**src/rtl/hazard_ctrl.sv**
```systemverilog
// hazard_ctrl: stall/flush/forwarding control with memory-wait FSM and timeout; define HAZARD_PERF_EN for perf counters
module hazard_ctrl #(
  parameter int MAX_WAIT = 16
) (
  input  logic        clk,
  input  logic        rst,
  input  logic [4:0]  rs1_d,
  input  logic [4:0]  rs2_d,
  input  logic [4:0]  rs1_e,
  input  logic [4:0]  rs2_e,
  input  logic [4:0]  rd_e,
  input  logic [4:0]  rd_m,
  input  logic [4:0]  rd_w,
  input  logic        reg_write_m,
  input  logic        reg_write_w,
  input  logic        load_e,
  input  logic        pc_src_e,
  input  logic        mem_req_m,
  input  logic        mem_ready,
  output logic        stall_f,
  output logic        stall_d,
  output logic        stall_e,
  output logic        stall_m,
  output logic        flush_d,
  output logic        flush_e,
  output logic        flush_w,
  output logic [1:0]  forward_a_e,
  output logic [1:0]  forward_b_e,
  output logic        mem_busy,
  output logic        mem_timeout,
  output logic [31:0] load_use_cnt,
  output logic [31:0] mem_wait_cnt,
  output logic [31:0] flush_cnt
);
  localparam int CW = $clog2(MAX_WAIT + 1);
  localparam logic [CW-1:0] MAX = CW'(MAX_WAIT);
  typedef enum logic {IDLE, WAIT} state_t;
  state_t state;
  logic [CW-1:0] wait_cnt, cnt_nxt;
  logic lu, mw;
  function automatic logic [1:0] fwd(input logic [4:0] x);
    return (reg_write_m && rd_m != 5'd0 && rd_m == x) ? 2'b10 :
           (reg_write_w && rd_w != 5'd0 && rd_w == x) ? 2'b01 : 2'b00;
  endfunction
  always_comb begin
    lu = load_e && rd_e != 5'd0 && (rd_e == rs1_d || rd_e == rs2_d);
    mw = mem_req_m && !mem_ready;
    stall_f = rst && (mw || (lu && !pc_src_e));
    stall_d = stall_f;
    stall_e = rst && mw;
    stall_m = stall_e;
    flush_w = !rst || mw;
    flush_d = !rst || (!mw && pc_src_e);
    flush_e = !rst || (!mw && (pc_src_e || lu));
    forward_a_e = rst ? fwd(rs1_e) : 2'b00;
    forward_b_e = rst ? fwd(rs2_e) : 2'b00;
    mem_busy = state == WAIT;
    cnt_nxt = state != WAIT ? '0 : (!mem_ready && wait_cnt != MAX) ? wait_cnt + CW'(1) : wait_cnt;
  end
  always_ff @(posedge clk) begin
    if (!rst) begin
      state <= IDLE;
      wait_cnt <= '0;
      mem_timeout <= 1'b0;
    end else begin
      state <= mw ? WAIT : IDLE;
      wait_cnt <= cnt_nxt;
      mem_timeout <= mem_timeout || cnt_nxt == MAX;
    end
  end
`ifdef HAZARD_PERF_EN
  always_ff @(posedge clk) begin
    if (!rst) begin
      load_use_cnt <= '0;
      mem_wait_cnt <= '0;
      flush_cnt <= '0;
    end else begin
      load_use_cnt <= load_use_cnt + 32'(lu && !mw && !pc_src_e);
      mem_wait_cnt <= mem_wait_cnt + 32'(mw);
      flush_cnt <= flush_cnt + 32'(pc_src_e && !mw);
    end
  end
`else
  assign load_use_cnt = '0;
  assign mem_wait_cnt = '0;
  assign flush_cnt = '0;
`endif
endmodule

```
**config.mk**
```make
export PLATFORM = sky130hd
export DESIGN_NAME = hazard_ctrl
export DESIGN_NICKNAME = d
export VERILOG_FILES = /design/src/rtl/hazard_ctrl.sv
export SDC_FILE = /design/constraint.sdc
export NUM_CORES = 1
export LEC_CHECK = 0
export ABC_AREA = 0
export CORE_UTILIZATION = 33
export DETAILED_ROUTE_END_ITERATION = 16
export GPL_TIMING_DRIVEN = 0
export PLACE_DENSITY = 0.88
export SETUP_SLACK_MARGIN = 0.2
export SLEW_MARGIN = 15
export SYNTH_ARGS = -nofsm -noshare
export SYNTH_HDL_FRONTEND = slang
export SYNTH_SLANG_ARGS = --single-unit
```
**constraint.sdc**
```tcl
create_clock -name clk -period 4.4 [get_ports clk]
set_input_delay 1.1 -clock clk [delete_from_list [all_inputs] [get_ports clk]]
set_output_delay 1.1 -clock clk [all_outputs]
set_load 0.005 [all_outputs]
```
==> reports/results.tsv <==
metric	value	unit
place_congestion	0.799	
grt_pass1_wl	5070	um
nets	398	
startpoint	rd_e[2]	
cp_max_fo	3	
final_area	2600	um2
io_pins	152	
finalHoldViolCount	0	
cellLeakagePower	1.43	nW
yosys_warnings	0	
crit_path_end_kind	output pin	
core_area	4440	um2
synth_top_area_share	0.470	
placed_area	2540	um2
cts.sinks	7	
totalWireLength	3490	um
vias_per_cell	3.54	
power_density	129	nW/um2
fin_skew	0.000385	ns
setup_slack	0.271	ns
drtIter0Drc	44	
worstPathRequired	3.30	ns
r2r-end	mem_timeout	
numCtsBuffers	3	
place_ws	0.0524	ns
rsz0062_at_grt	yes	
grt_pass1_vias	1201	
holdCritPathClass	register to register	
grt_use_met2	0.265	
first_pass_iters	8	
path_clk_slew	0.04	ns
synth_seq_cells	7	
startpoint_type	input port	
grt_use_met3	0.0313	
die_width	70.9	um
dieArea	5020	um2
rr_worst_depth	6	
area_growth	66.3	%
finalSetupTns	0	ns
cts_max_level	1	
synth_area_per_cell	7.91	um2
power	0.335	mW
overflow	0	
path_class	input port to output pin	
clk_latency	0.22	ns
cpMostUsedCell	clkdlybuf4s50_1	
outcome	completed	
hold_end	mem_timeout	
cts_tree	done	
seq_area_frac_synth	0.0895	
drc	0	
synth_cells	198	
max_stage_delay	0.49	ns
root_buffer	clkbuf_8	
synth_top_cell_by_area	buf_4	
hpwl	3280	um
vdd_drop_max	0.0631	mV
drive_gt1_frac	0.321	
r2r-start	wait_cnt[0]	
slowest_stage	clkdlybuf4s50_1	
synth_area_leaders	buf_4 (47%), xor2_1 (15%), dfxtp_1 (9.0%), xnor2_1 (4.5%), or4_1 (2.4%)	
setup_viol	0	
period_share	0.938	
finalMaxSlewViolations	0	
ctsLongestPathBuffers	2	
grt_max_degree	11	
ys_types	32	
cp.arrival	3.03	ns
antenna_left	0	
hold_depth	2	
grtUsageTotal	0.123	
min_from	mem_timeout	
dieHeight	70.9	um
drt-wirelength-per-cell	8.64	um
crit_chain	clkdlybuf4s50_1 > xor2_1 > nor3_1 > a22oi_1 > o31ai_2 > buf_4 > clkdlybuf4s50_1	
period_needed	4.13	ns
numPortBuffers	55	
fillCellCount	407	
busiest_layer	met2	
rows	24	
num_antenna_cells	0	
rrSetupSlack	2.64	ns
vias	1432	
start_util	0.352	
whs	0.478	ns
antenna_found_initial	0	
maxCapViolCount	0	
syn_area	1570	um2
fmax	242	MHz
grtUsageMet1	0.112	
[metrics by stage]
stage	utilization	instances
6_report	0.586	404
5_1_grt	0.586	404
4_1_cts	0.581	404
3_5_place_dp	0.571	400
3_3_place_gp	0.571	400
2_1_floorplan	-	293
[layout by cell type, fill, tap and decap left out, types with 2 or more instances in the layout]
master	count
xor2_1	26
xnor2_1	8
clkbuf_8	3
nand4b_1	2
nor2_1	6
buf_4	98
o211ai_1	2
nand2_1	7
clkbuf_1	2
and2_1	2
nand2b_1	2
and2_2	2
nor3_1	2
dfxtp_1	7
conb_1	96
nor4_2	4
nor2b_1	2
dlygate4sd2_1	2
ha_1	2
clkdlybuf4s50_1	52
nand3_1	2
or4_1	4
inv_1	5
[worst max-delay path: cells and delay by family]
family | cells | cell delay (ns)
xor gates and xnor gates | 1 | 0.19
and+or+nand+nor | 1 | 0.19
buffers and inverters | 3 | 1.11
AOI/OAI and AO/OA | 2 | 0.43
[synthesized netlist by cell type]
master	instances
nand2_1	7
o21ai_0	2
and2_1	2
a21oi_1	1
nor4bb_4	1
xnor2_1	8
o41ai_2	1
o211a_1	1
buf_4	98
nor4_2	2
nor2b_1	2
nand4b_1	2
a22oi_1	1
clkbuf_1	1
inv_1	5
or3_1	1
nor2_1	6
and2_2	2
conb_1	1
ha_1	2
o311ai_0	1
o211ai_1	2
o21ai_2	1
xor2_1	26
nor4_1	2
nand3_1	2
dfxtp_1	7
o31ai_1	1
nor3_1	2
or2_2	1
or4_1	5
nand2b_1	2
[metal layers]
layer | vias up | share of wire
li1 | 753 | -
met1 | 605 | 0.31
met2 | 72 | 0.60
met3 | 2 | 0.084
met4 | 0 | 0.0023
met5 | - | 0
[worst max-delay path by stage]
| stage | cells past startpoint | to |
|---|---|---|
| 4_1_cts | 7 | stall_f |
| 6_report | 7 | stall_f |
| 3_5_place_dp | 6 | forward_b_e[0] |
| 2_1_floorplan | 4 | forward_a_e[0] |
| 5_1_grt | 6 | stall_f |
| 3_3_place_gp | 6 | forward_b_e[0] |
[cell families after synthesis]
group	Yosys count	synth area share
AOI/OAI and AO/OA	11	0.0568
xor gates and xnor gates	34	0.190
adders and majority gates	2	0.0160
buffers and inverters	104	0.484
DFF	7	0.0895
other	1	0.00240
and+or+nand+nor	39	0.161
[power by group]
group | internal, mW | total [mW] | switching (mW)
clock network | 0.0626 | 0.0889 | 0.0263
logic | 0.113 | 0.181 | 0.0683
registers | 0.0643 | 0.0649 | 0.000586
total | 0.240 | 0.335 | 0.0952
[final cells by class]
class	count	area, um2	share of cell area
sequential	7	140	0.0538
timing repair buffer	55	551	0.211
tap	52	65.1	0.0250
inverter	5	18.8	0.00721
buffer	99	739	0.284
clock buffer	4	45.0	0.0173
multi-input combinational	182	1040	0.401
[flip-flops by register name, indices dropped and copies added (netlist names)]
| register | flops |
|---|---|
| mem_busy | 1 |
| mem_timeout | 1 |
| wait_cnt | 5 |
[what timing repair did]
item	CTS	global route
gates resized for setup	2	7
hold buffers	0	0
cloned	0	0
buffers inserted	0	0
setup endpoints to repair	2	4
(Power assumes the default switching activity.)
